$ cat src/rtl/alucodes.sv
// Shared ALU opcode definitions for the picoMIPS datapath.
// Included by every block that drives or decodes ALUFunc.
`ifndef ALUCODES_SV
`define ALUCODES_SV

`define RI  3'b000
`define ADD 3'b001
`define MUL 3'b010
`define RA  3'b011
`define SUB 3'b100

`endif

$ cat src/rtl/affine_seq_pkg.sv
// Shared types for the affine transform sequencer.
//   state_t    : sequencer state encoding
//   ALU_FUNC_W : width of the ALU function select
package affine_seq_pkg;

    localparam int unsigned ALU_FUNC_W = 3;

    typedef enum logic [3:0] {
        IDLE  = 4'd0,
        MUL11 = 4'd1,
        MUL12 = 4'd2,
        ADD1  = 4'd3,
        BIAS1 = 4'd4,
        MUL21 = 4'd5,
        MUL22 = 4'd6,
        ADD2  = 4'd7,
        BIAS2 = 4'd8,
        DONE  = 4'd9
    } state_t;

endpackage

$ cat src/rtl/alu.sv
// picoMIPS combinational ALU.
// Ports:
//   a, b : n-bit operands
//   func : operation select (alucodes.sv)
//   y    : n-bit result
// MUL treats a and b as signed Q1.(n-1) / integer values: the 2n-bit
// product is arithmetically shifted right by n-1 (floor) and wraps to n bits.
`include "alucodes.sv"

module alu #(
    parameter int n = 8
) (
    input  logic [n-1:0] a,
    input  logic [n-1:0] b,
    input  logic [2:0]   func,
    output logic [n-1:0] y
);

    logic signed [2*n-1:0] prod;

    // Sign-extend both operands to full product width before multiplying.
    assign prod = $signed({{n{a[n-1]}}, a}) * $signed({{n{b[n-1]}}, b});

    // Result select.
    always_comb begin
        y = '0;
        case (func)
            `RI:     y = b;
            `RA:     y = a;
            `ADD:    y = a + b;
            `SUB:    y = a - b;
            `MUL:    y = n'(prod >>> (n - 1));
            default: y = '0;
        endcase
    end

endmodule

$ cat src/rtl/affine_sequencer.sv
// Multi-cycle affine transform on one shared ALU:
//   x2 = A11*x1 + A12*y1 + B1
//   y2 = A21*x1 + A22*y1 + B2
// One ALU operation per cycle, eight compute cycles per transform.
// Ports:
//   clk, n_reset        : clock, synchronous active-low reset
//   in_valid/in_ready   : input handshake for x1, y1
//   x1, y1              : signed input coordinates
//   out_valid/out_ready : output handshake for x2, y2
//   x2, y2              : signed registered results
//   busy                : sequencer is not idle
`include "alucodes.sv"

module affine_sequencer
    import affine_seq_pkg::*;
#(
    parameter int unsigned       N   = 8,
    parameter logic signed [N-1:0] A11 = '0,
    parameter logic signed [N-1:0] A12 = '0,
    parameter logic signed [N-1:0] A21 = '0,
    parameter logic signed [N-1:0] A22 = '0,
    parameter logic signed [N-1:0] B1  = '0,
    parameter logic signed [N-1:0] B2  = '0
) (
    input  logic         clk,
    input  logic         n_reset,
    input  logic         in_valid,
    output logic         in_ready,
    input  logic [N-1:0] x1,
    input  logic [N-1:0] y1,
    output logic         out_valid,
    input  logic         out_ready,
    output logic [N-1:0] x2,
    output logic [N-1:0] y2,
    output logic         busy
);

    state_t                  state;
    state_t                  state_nxt;
    logic [N-1:0]            xl;
    logic [N-1:0]            yl;
    logic [N-1:0]            t;
    logic [N-1:0]            p;
    logic [ALU_FUNC_W-1:0]   alu_func;
    logic [N-1:0]            alu_a;
    logic [N-1:0]            alu_b;
    logic [N-1:0]            alu_y;
    logic                    accept;

    assign in_ready  = n_reset && (state == IDLE);
    assign busy      = n_reset && (state != IDLE);
    assign out_valid = (state == DONE);
    assign accept    = in_valid && in_ready;

    // State register.
    always_ff @(posedge clk) begin
        if (!n_reset) begin
            state <= IDLE;
        end else begin
            state <= state_nxt;
        end
    end

    // Next state and ALU operand selection.
    always_comb begin
        state_nxt = state;
        alu_func  = `RI;
        alu_a     = '0;
        alu_b     = '0;
        case (state)
            IDLE: begin
                if (accept) state_nxt = MUL11;
            end
            MUL11: begin
                alu_func  = `MUL;
                alu_a     = xl;
                alu_b     = A11;
                state_nxt = MUL12;
            end
            MUL12: begin
                alu_func  = `MUL;
                alu_a     = yl;
                alu_b     = A12;
                state_nxt = ADD1;
            end
            ADD1: begin
                alu_func  = `ADD;
                alu_a     = t;
                alu_b     = p;
                state_nxt = BIAS1;
            end
            BIAS1: begin
                alu_func  = `ADD;
                alu_a     = t;
                alu_b     = B1;
                state_nxt = MUL21;
            end
            MUL21: begin
                alu_func  = `MUL;
                alu_a     = xl;
                alu_b     = A21;
                state_nxt = MUL22;
            end
            MUL22: begin
                alu_func  = `MUL;
                alu_a     = yl;
                alu_b     = A22;
                state_nxt = ADD2;
            end
            ADD2: begin
                alu_func  = `ADD;
                alu_a     = t;
                alu_b     = p;
                state_nxt = BIAS2;
            end
            BIAS2: begin
                alu_func  = `ADD;
                alu_a     = t;
                alu_b     = B2;
                state_nxt = DONE;
            end
            DONE: begin
                if (out_ready) state_nxt = IDLE;
            end
            default: state_nxt = IDLE;
        endcase
    end

    alu #(
        .n(N)
    ) u_alu (
        .a   (alu_a),
        .b   (alu_b),
        .func(alu_func),
        .y   (alu_y)
    );

    // Input latch and result registers; each compute state writes one target.
    always_ff @(posedge clk) begin
        if (!n_reset) begin
            xl <= '0;
            yl <= '0;
            t  <= '0;
            p  <= '0;
            x2 <= '0;
            y2 <= '0;
        end else begin
            if (accept) begin
                xl <= x1;
                yl <= y1;
            end
            case (state)
                MUL11, ADD1, MUL21, ADD2: t  <= alu_y;
                MUL12, MUL22:             p  <= alu_y;
                BIAS1:                    x2 <= alu_y;
                BIAS2:                    y2 <= alu_y;
                default: ;
            endcase
        end
    end

endmodule
$ cat config.mk
export PLATFORM = sky130hd
export DESIGN_NAME = affine_sequencer
export DESIGN_NICKNAME = d
export VERILOG_FILES = /design/src/rtl/affine_seq_pkg.sv /design/src/rtl/alu.sv /design/src/rtl/affine_sequencer.sv
export VERILOG_INCLUDE_DIRS = /design/src /design/src/rtl
export SDC_FILE = /design/constraint.sdc
export NUM_CORES = 1
export LEC_CHECK = 0
export ABC_AREA = 1
export BUFFER_PORTS_ARGS = -buffer_cell sky130_fd_sc_hd__buf_4
export CAP_MARGIN = 20
export CORE_MARGIN = 2
export CORE_UTILIZATION = 60
export CTS_CLUSTER_SIZE = 30
export DETAILED_ROUTE_END_ITERATION = 8
export GPL_ROUTABILITY_DRIVEN = 0
export GPL_TIMING_DRIVEN = 0
export PLACE_DENSITY = 0.77
export SYNTH_ARGS = -nofsm -noshare
export SYNTH_HDL_FRONTEND = slang
export SYNTH_HIERARCHICAL = 1
export SYNTH_SLANG_ARGS = --single-unit
$ cat constraint.sdc
create_clock -name clk -period 6.21 [get_ports clk]
set_clock_uncertainty 0.05 [all_clocks]
set_input_delay 1.242 -clock clk [delete_from_list [all_inputs] [get_ports clk]]
set_output_delay 1.242 -clock clk [all_outputs]
set_load 0.02 [all_outputs]
==> results of run 1 <==
==> area by class of cell <==
type                            instances  area [µm²]  area share
Tap cell                              108         135      0.0227
Timing Repair Buffer                   37         278      0.0466
Sequential cell                        52        1040       0.175
Clock inverter                          1        5.00    0.000840
Inverter                              181         679       0.114
Clock buffer                            6        72.6      0.0122
Buffer                                 25         141      0.0237
Multi-Input combinational cell        561        3610       0.605
==> flip-flops by register name, summed over array words and instances (netlist names) <==
| signal | count |
|---|---|
| p | 8 |
| y2 | 8 |
| yl | 8 |
| xl | 8 |
| state | 4 |
| t | 8 |
| x2 | 8 |
==> placed cells by master, fill, tap and decap left out, types with 6 or more instances in the layout <==
cell,netlist,layout
nand2_1,195,195
inv_1,174,174
nor2_1,96,96
nand3_1,69,67
dfxtp_1,52,52
fa_1,51,51
buf_4,3,40
o21ai_0,41,39
ha_1,33,33
a21oi_1,20,20
clkbuf_1,14,9
inv_2,7,7
o22ai_1,7,7
buf_2,5,6
xor2_1,6,6
==> critical path: stages (launching register included) <==
cell and delay [ns]:
dfxtp_1 0.45, nand3_2 0.24, nor2_1 0.28, clkbuf_1 0.60
nand2_1 0.20, fa_1 0.64, fa_1 0.53, inv_1 0.05
fa_1 0.48, inv_1 0.06, fa_1 0.54, inv_1 0.04
ha_1 0.35, nand2_1 0.11, a21oi_1 0.08, nor2_1 0.15
nand2_1 0.08, nor2_1 0.12, nand3_1 0.08, nand3_1 0.08
nand2_1 0.15, o21ai_0 0.30, nor2_1 0.07
==> final timing paths <==
kind              depth (start not counted)             startpoint           endpoint  slack, ns
setup reg to reg                         22  state[0]$_SDFFE_PN0P_  t[7]$_SDFFE_PN0P_       0.36
hold / removal                            2      p[5]$_SDFFE_PN0N_  p[5]$_SDFFE_PN0N_       0.41
hold reg to reg                           2      p[5]$_SDFFE_PN0N_  p[5]$_SDFFE_PN0N_       0.41
setup / recovery                         22  state[0]$_SDFFE_PN0P_  t[7]$_SDFFE_PN0P_       0.36
==> power by group through the flow <==
stage               combinational (mW)  clock (mW)  sequential (mW)
finish                           0.413       0.180            0.406
global route                     0.459       0.195            0.412
CTS                              0.402       0.182            0.405
detailed placement               0.401           0            0.412
global placement                 0.393           0            0.411
floorplan                        0.291           0            0.411
==> through the flow <==
step	worst slack [ns]	instance area (µm²)
floorplan	1.24	5450
global placement	0.299	5860
detailed placement	0.191	5860
CTS	0.147	5940
global route	0.00210	5960
finish	0.358	5960
==> metal layers <==
layer  vias up  wire (µm)
met5         -          0
met4         0        376
met1      2431       5440
li1       2561          -
met3        41        672
met2       139       6770
==> repair_timing <==
| item | in CTS | in global routing |
|---|---|---|
| setup endpoints to repair | 0 | 24 |
| buffers inserted | 0 | 0 |
| gates resized for setup | 0 | 17 |
| hold buffers | 0 | 0 |
==> logic make-up after synthesis <==
kind of cell             synth area share
adder cells (fa/ha/maj)             0.263
AND/OR/NAND/NOR                     0.302
buffers and inverters               0.149
flip-flops                          0.191
XOR/XNOR                           0.0113
AO/OA/AOI/OAI                      0.0829
other                            0.000688
==> flow_summary.yaml, run 1 <==
drt:
  finalWirelength_mm: 13.3
  wl_per_cell_um: 13.7
  ant_nets: 0
  via_count: 5172
  route.detailed.drc: 0
  dr.first_iter.drc_count: 265
  dr.pass1.iters: 5
  vias_per_cell: 5.33
sta:
  drv_slew: 0
  rsz0062_at_grt: "no"
  fmax_mhz: 171
  setup_viol: 0
  whs_ns: 0.410
  setup_tns_ns: 0
  timing.slew.headroom: 0.509
  finalHoldViolCount: 0
  min_period_ns: 5.85
  tightest_slew_ns: 0.737
  min_period_over_period: 0.942
clocking:
  numCtsBuffers: 5
  cts-root-buf: "clkbuf_8"
  htreeDepth: 2
  clk_latency_ns: 0.30
  clock_sinks: 52
  cts_tree: "yes"
  cts_buffer_depth: 2
  cts.clk_slew.worst_paths_ns: 0.09
floorplan:
  dieArea_mm2: 0.00986
  rows: 34
  io_pins: 39
  start_util: 0.622
  die_w_um: 99.3
  die_y_um: 99.3
  core_area_mm2: 0.00876
cells_and_area:
  stdcell_count: 971
  final_layout_size_suffix_gt1_frac: 0.102
  final_nets: 967
  insertedDiodeCount: 0
  area_growth_pct: 9.39
  n_fill_cell: 798
  finish.utilization: 0.680
synth:
  syn_avg_cell_area_um2: 6.66
  netlist-cell-type-count: 38
  synth_edf_count: 0
  syn_area_mm2: 0.00545
  yosysWarnings: 6
  yosys.area.top_type: "dfxtp_1"
  synth-async-reset-ratio: 0
  synth_seq_cells: 52
  ys.flop_type: "dfxtp_1"
  synth_top_area_share: 0.191
  yosysSeqAreaShare: 0.191
  synthTopCellsByCount: "nand2_1 (195), inv_1 (174), nor2_1 (96)"
  syn_inst: 818
  synth_most_common_cell: "nand2_1"
  synth.area.top_cells: "dfxtp_1 (19%), fa_1 (19%), nand2_1 (13%), inv_1 (12%), ha_1 (7.6%)"
global_route:
  grt_max_degree: 15
  grt.busiest_layer: "met2"
  gr-total-overflow: 0
  grt_use_met3: 0.0471
  gr-usage-met2: 0.523
  grt_pass1_vias: 5186
  grt_pass1_wl_mm: 23.1
  antenna_found_initial: 0
  grt_use_total: 0.285
  met1_usage: 0.338
setup_path:
  cp-end-kind: "flop"
  arrival_ns: 5.99
  critical_path_class: "reg2reg"
  path_max_fanout: 10
  required_ns: 6.35
  start_kind: "flop"
place:
  port_buffers: 37
  dpl.cell_count: 964
  dp_hpwl_mm: 10.6
power_and_ir_drop:
  power_density_mw_per_mm2: 168
  power_uw: 999
  swShare: 0.411
  seqPwrFrac: 0.406
  combPwrFrac: 0.413
  p_int_uw: 588
  peakVddDrop_mv: 0.181
  switchingPower_uw: 411
  p_leak_nw: 3.39
  power.share.clock: 0.181
status:
  status: "completed"
run:
  drv_cap: 0
worst_hold_path:
  hp-class: "reg2reg"
No activity file was read; power rests on OpenSTA's default activity.
==> run 2: changes to the inputs <==
--- a/config.mk
+++ b/config.mk
@@ -6,17 +6,16 @@
 export SDC_FILE = /design/constraint.sdc
 export NUM_CORES = 1
 export LEC_CHECK = 0
-export ABC_AREA = 1
+export ABC_AREA = 0
 export BUFFER_PORTS_ARGS = -buffer_cell sky130_fd_sc_hd__buf_4
 export CAP_MARGIN = 20
 export CORE_MARGIN = 2
-export CORE_UTILIZATION = 60
+export CORE_UTILIZATION = 39
 export CTS_CLUSTER_SIZE = 30
 export DETAILED_ROUTE_END_ITERATION = 8
 export GPL_ROUTABILITY_DRIVEN = 0
 export GPL_TIMING_DRIVEN = 0
-export PLACE_DENSITY = 0.77
+export PLACE_DENSITY = 0.54
 export SYNTH_ARGS = -nofsm -noshare
 export SYNTH_HDL_FRONTEND = slang
-export SYNTH_HIERARCHICAL = 1
 export SYNTH_SLANG_ARGS = --single-unit
==> flow_summary.yaml, run 2 <==
status:
  status: "completed"
floorplan:
  core_area_mm2: 0.0119
  die_w_um: 114
  dieArea_mm2: 0.0129
  io_pins: 39
  start_util: 0.395
  die_y_um: 114
  rows: 40
synth:
  ys.flop_type: "dfxtp_1"
  synth-async-reset-ratio: 0
  synth_seq_cells: 52
  synth_edf_count: 0
  syn_inst: 576
  synth_fa_ha_area_frac: 0.314
  synthSimpleGateAreaFrac: 0.143
  yosysWarnings: 0
  syn_area_mm2: 0.00469
  synthTopCellsByCount: "inv_1 (95), nor2_1 (60), nand2_1 (58)"
  yosys.area.top_type: "dfxtp_1"
  synth_top_area_share: 0.222
  synth_top_family_by_area: "adder cells"
  synth_compound_area_frac: 0.179
  synth.area.top_cells: "dfxtp_1 (22%), fa_1 (22%), ha_1 (9.6%), inv_1 (7.6%), o21ai_0 (6.1%)"
  muxShareOfSynthArea: 0.00454
  syn_avg_cell_area_um2: 8.13
  syn_nets: 683
  yosysSeqAreaShare: 0.222
  synth_most_common_cell: "inv_1"
  netlist-cell-type-count: 43
  synthXorXnorAreaFrac: 0.0393
cells_and_area:
  area_growth_pct: 17.1
  most-common-layout-cells: "inv_1 (91), nor2_1 (60), o21ai_0 (57)"
  final_nets: 736
  n_fill_cell: 1201
  post-route-cell-area_mm2: 0.00549
  final_layout_size_suffix_gt1_frac: 0.140
  final_common_cell: "inv_1"
  insertedDiodeCount: 0
clocking:
  cts_buffer_depth: 2
  htreeDepth: 2
  cts_tree: "yes"
  clock_sinks: 52
  clk_latency_ns: 0.29
  numCtsBuffers: 5
  cts-root-buf: "clkbuf_16"
  holdBufCountCts: 0
  cts.clk_slew.worst_paths_ns: 0.07
global_route:
  gr-total-overflow: 0
  grt_use_total: 0.203
  grt_pass1_vias: 4126
  grt_pass1_wl_mm: 20.9
  antenna_found_initial: 0
  grt_max_degree: 18
power_and_ir_drop:
  power_density_mw_per_mm2: 183
  power_mw: 1.01
  peakVddDrop_mv: 0.171
  p_leak_nw: 2.58
place:
  port_buffers: 38
  dp_hpwl_mm: 9.96
  placed_cell_area_mm2: 0.00515
drt:
  via_count: 4100
  dr.pass1.iters: 5
  ant_nets: 0
  finalWirelength_mm: 12.6
  vias_per_cell: 5.28
  dr.first_iter.drc_count: 232
  wl_per_cell_um: 16.2
  route.detailed.drc: 0
setup_path:
  path_cells: "buf_2 -> xnor2_1 -> o31ai_2 -> buf_6 -> nand2_1 -> and2_1 -> inv_2 -> nand2_1 -> fa_1 -> fa_1 -> inv_1 -> fa_1 -> inv_1 -> fa_1 -> inv_1 -> ha_1 -> a21o_1 -> a21oi_1 -> o211ai_1 -> buf_4 -> a221oi_2 -> nand2_1 -> mux2_2 -> a31oi_1"
  crit_top_cell: "fa_1"
  start_kind: "flop"
  critical_path_class: "reg2reg"
  arrival_ns: 6.17
  crit_slowest_cell: "fa_1"
  crit_buf_inv: 7
  path_max_fanout: 8
  cp-end-kind: "flop"
  required_ns: 6.38
  path_delay_family: "adder cells"
  cp_slowest_stage_delay_ns: 0.54
sta:
  setup_tns_ns: 0
  setup_viol: 0
  drv_slew: 0
  fmax_mhz: 167
  tightest_slew_ns: 1.07
  min_period_ns: 6.00
  timing.slew.headroom: 0.280
  min_period_over_period: 0.967
  finalHoldViolCount: 0
run:
  drv_cap: 0
worst_hold_path:
  hp-class: "reg2reg"
## run 2: cell types whose count changed in the layout (fill, tap and decap cells not counted), sizes merged, moves of 6 or more
cell | before | now
nand2 | 202 | 58
inv | 181 | 97
nand3 | 69 | 3
nor2 | 104 | 60
a21oi | 21 | 40
o21ai | 43 | 57
xnor2 | 1 | 15
o22ai | 7 | 0
a22oi | 0 | 6
nor2b | 0 | 6
## run 2: path summary, 6_finish.rpt
kind                                           end  depth (start not counted)                   from  slack [ns]
worst min register to register  xl[3]$_SDFFE_PN0P_                          2     xl[3]$_SDFFE_PN0P_        0.42
worst max-delay path            y2[7]$_SDFFE_PN0P_                         24  state[2]$_SDFFE_PN0P_        0.21
worst max register to register  y2[7]$_SDFFE_PN0P_                         24  state[2]$_SDFFE_PN0P_        0.21
worst min-delay path            xl[3]$_SDFFE_PN0P_                          2     xl[3]$_SDFFE_PN0P_        0.42
## run 2: report_power, final
| group | total, mW | internal [mW] | switching [mW] |
|---|---|---|---|
| sequential | 0.411 | 0.380 | 0.0310 |
| combinational | 0.314 | 0.112 | 0.202 |
| clock | 0.281 | 0.150 | 0.130 |
| total | 1.01 | 0.643 | 0.364 |
## run 2: kinds of logic after synthesis
group | Yosys count
AND/OR/NAND/NOR | 152
buffers and inverters | 120
adder cells (fa/ha/maj) | 87
XOR/XNOR | 21
multiplexers | 2
flip-flops | 52
AO/OA/AOI/OAI | 142
## run 2: what timing repair did
item                                    4_1_cts  5_1_grt
pin swaps                                     3        3
resized for setup                            20       20
buffers inserted                              4        4
endpoints found under the setup margin       24       24
## run 2: stage by stage
step	hold slack [ns]	setup WS, ns	std cells	utilization
floorplan	0.385	0.745	576	-
global placement	0.405	-0.542	761	0.435
detailed placement	0.411	-0.644	761	0.435
CTS	0.419	0.0201	773	0.455
global route	0.432	-0.00891	777	0.463
finish	0.419	0.207	777	0.463
## run 2: layout make-up
type                            instances  area [µm²]  area share
Timing Repair Buffer                   46         345      0.0629
Multi-Input combinational cell        404        3290       0.600
Buffer                                 24         118      0.0214
Inverter                               96         360      0.0657
Sequential cell                        52        1040       0.190
Clock buffer                            5         125      0.0228
Clock inverter                          3        21.3     0.00388
Tap cell                              147         184      0.0335
## run 2: worst reg2reg max path, stage by stage (launching register included)
cell	delay, ns
dfxtp_1	0.30
buf_2	0.16
xnor2_1	0.15
o31ai_2	0.35
buf_6	0.21
nand2_1	0.06
and2_1	0.19
inv_2	0.13
nand2_1	0.09
fa_1	0.49
fa_1	0.54
inv_1	0.05
fa_1	0.53
inv_1	0.06
fa_1	0.53
inv_1	0.04
ha_1	0.34
a21o_1	0.18
a21oi_1	0.19
o211ai_1	0.24
buf_4	0.22
a221oi_2	0.25
nand2_1	0.08
mux2_2	0.33
a31oi_1	0.18
## run 2: metal layers
metal | wire length [µm] | global-route usage
met2 | 5940 | 0.334
met1 | 6090 | 0.298
met5 | 0 | 0
met3 | 408 | 0.0170
met4 | 108 | 0.0317
==> run 3: changes to the inputs <==
--- a/config.mk
+++ b/config.mk
@@ -14,7 +14,6 @@
 export CTS_CLUSTER_SIZE = 30
 export DETAILED_ROUTE_END_ITERATION = 8
 export GPL_ROUTABILITY_DRIVEN = 0
-export GPL_TIMING_DRIVEN = 0
 export PLACE_DENSITY = 0.54
 export SYNTH_ARGS = -nofsm -noshare
 export SYNTH_HDL_FRONTEND = slang
==> constraint.sdc (replaced) <==
create_clock -name clk -period 6.08 [get_ports clk]
set_clock_uncertainty 0.05 [all_clocks]
set_input_delay 1.216 -clock clk [delete_from_list [all_inputs] [get_ports clk]]
set_output_delay 1.216 -clock clk [all_outputs]
set_load 0.02 [all_outputs]
==> flow_summary.yaml, run 3 (synthesis results as in run 2) <==
status:
  status: "completed"
cells_and_area:
  post-route-cell-area_mm2: 0.00547
  insertedDiodeCount: 0
  final_common_cell: "inv_1"
  finish.utilization: 0.461
  stdcell_count: 777
  area_growth_pct: 16.8
  final_layout_size_suffix_gt1_frac: 0.138
  n_fill_cell: 1206
  most-common-layout-cells: "inv_1 (95), buf_4 (70), nor2_1 (60)"
  final_nets: 736
drt:
  wl_per_cell_um: 15.7
  dr.first_iter.drc_count: 190
  dr.pass1.iters: 4
  finalWirelength_mm: 12.2
  ant_nets: 0
  vias_per_cell: 5.19
  route.detailed.drc: 0
  via_count: 4032
power_and_ir_drop:
  switchingPower_uw: 348
  combPwrFrac: 0.297
  power.share.clock: 0.289
  power_mw: 1.01
  p_int_uw: 665
  seqPwrFrac: 0.414
  swShare: 0.343
  peakVddDrop_mv: 0.157
  power_density_mw_per_mm2: 185
  p_leak_nw: 2.62
sta:
  finalHoldViolCount: 0
  rsz0062_at_grt: "yes"
  setup_tns_ns: 0
  setup_viol: 0
  min_period_ns: 5.74
  tightest_slew_ns: 1.02
  min_period_over_period: 0.945
  drv_slew: 0
  timing.slew.headroom: 0.317
  fmax_mhz: 174
clocking:
  htreeDepth: 2
  post_cts_buffers: 0
  cts.clk_slew.worst_paths_ns: 0.07
  numCtsBuffers: 5
  holdBufCountCts: 0
  cts_buffer_depth: 2
  cts_tree: "yes"
  clock_sinks: 52
  cts-root-buf: "clkbuf_16"
  clk_latency_ns: 0.29
  post_cts_resized: 0
setup_path:
  cp_slowest_stage_delay_ns: 0.53
  crit_buf_inv: 6
  regToRegStartpoint: "state[1]$_SDFFE_PN0P_"
  crit_slowest_cell: "fa_1"
  required_ns: 6.25
  arrival_ns: 5.91
  critical_path_class: "reg2reg"
  start_kind: "flop"
  path_cells: "nor2b_1 -> buf_4 -> a22oi_1 -> nor2_1 -> a21oi_1 -> buf_4 -> nor2_1 -> fa_1 -> inv_1 -> fa_1 -> inv_1 -> fa_1 -> inv_1 -> fa_1 -> inv_1 -> ha_1 -> a21o_1 -> a21oi_1 -> o211ai_1 -> a221oi_1 -> nand2_1 -> mux2_2 -> a31oi_1"
  path_max_fanout: 12
  regToRegSetupSlack_ns: 0.34
  path_delay_family: "adder cells"
  cp-end-kind: "flop"
  regToRegEndpoint: "p[7]$_SDFFE_PN0N_"
  worst-r2r-cell-count: 23
floorplan:
  rows: 40
  die_y_um: 114
  io_pins: 39
  die_w_um: 114
  core_area_mm2: 0.0119
  dieArea_mm2: 0.0129
  start_util: 0.395
place:
  dp_hpwl_mm: 9.87
  placed_cell_area_mm2: 0.00530
  port_buffers: 38
  dpl.cell_count: 768
worst_hold_path:
  holdCritStartpoint: "xl[6]$_SDFFE_PN0P_"
  hp-class: "reg2reg"
  whs_path_depth: 2
  whs_endpoint: "xl[6]$_SDFFE_PN0P_"
global_route:
  grt_use_total: 0.200
  grt_max_degree: 49
  antenna_found_initial: 0
  grt_pass1_vias: 4218
  grt_pass1_wl_mm: 20.7
  grt_use_met3: 0.0234
  met1_usage: 0.276
  gr-usage-met2: 0.337
  gr-total-overflow: 0
  grt.busiest_layer: "met2"
run:
  drv_cap: 0
[run 3: worst reg2reg max path, stage by stage, from the launching register on]
cell and delay (ns):
dfxtp_2 0.39, nor2b_1 0.16, buf_4 0.15, a22oi_1 0.18
nor2_1 0.07, a21oi_1 0.23, buf_4 0.23, nor2_1 0.08
fa_1 0.51, inv_1 0.06, fa_1 0.48, inv_1 0.05
fa_1 0.53, inv_1 0.05, fa_1 0.52, inv_1 0.04
ha_1 0.34, a21o_1 0.18, a21oi_1 0.18, o211ai_1 0.24
a221oi_1 0.37, nand2_1 0.08, mux2_2 0.32, a31oi_1 0.18
[run 3: per-layer routing]
metal / up-vias / wire length (µm)
li1: 1983 / -
met1: 1944 / 5800
met2: 85 / 5760
met3: 20 / 390
met4: 0 / 248
met5: - / 0
[run 3: how the worst max path moves through the flow]
stage | start | to | slack (ns) | cells after the start
6_report | state[1]$_SDFFE_PN0P_ | p[7]$_SDFFE_PN0N_ | 0.34 | 23
5_1_grt | state[1]$_SDFFE_PN0P_ | x2[7]$_SDFFE_PN0P_ | -0.008 | 21
4_1_cts | state[1]$_SDFFE_PN0P_ | x2[2]$_SDFFE_PN0P_ | 0.02 | 21
3_5_place_dp | state[1]$_SDFFE_PN0P_ | x2[2]$_SDFFE_PN0P_ | 0.05 | 21
3_3_place_gp | state[1]$_SDFFE_PN0P_ | x2[2]$_SDFFE_PN0P_ | 0.13 | 21
2_1_floorplan | state[1]$_SDFFE_PN0P_ | p[7]$_SDFFE_PN0N_ | 0.62 | 22
[run 3: layout make-up]
| type | instances | area (µm²) | share of cell area |
|---|---|---|---|
| clock buffers | 6 | 139 | 0.0254 |
| clock inverters | 2 | 13.8 | 0.00251 |
| inverters | 96 | 360 | 0.0658 |
| multi-input cells | 404 | 3210 | 0.586 |
| flip-flops and latches | 52 | 1040 | 0.190 |
| well taps | 147 | 184 | 0.0336 |
| repair buffers | 70 | 526 | 0.0960 |
[run 3: metrics by stage]
step | worst slack [ns] | hold WS (ns)
floorplan | 0.615 | 0.385
global placement | 0.133 | 0.403
detailed placement | 0.0539 | 0.402
CTS | 0.0150 | 0.414
global route | -0.00780 | 0.451
finish | 0.337 | 0.413
[run 3: power groups by stage]
stage | sequential, mW | clock (mW) | combinational [mW]
CTS | 0.419 | 0.301 | 0.296
detailed placement | 0.426 | 0 | 0.295
global route | 0.426 | 0.316 | 0.331
global placement | 0.426 | 0 | 0.291
floorplan | 0.430 | 0 | 0.175
finish | 0.420 | 0.293 | 0.301
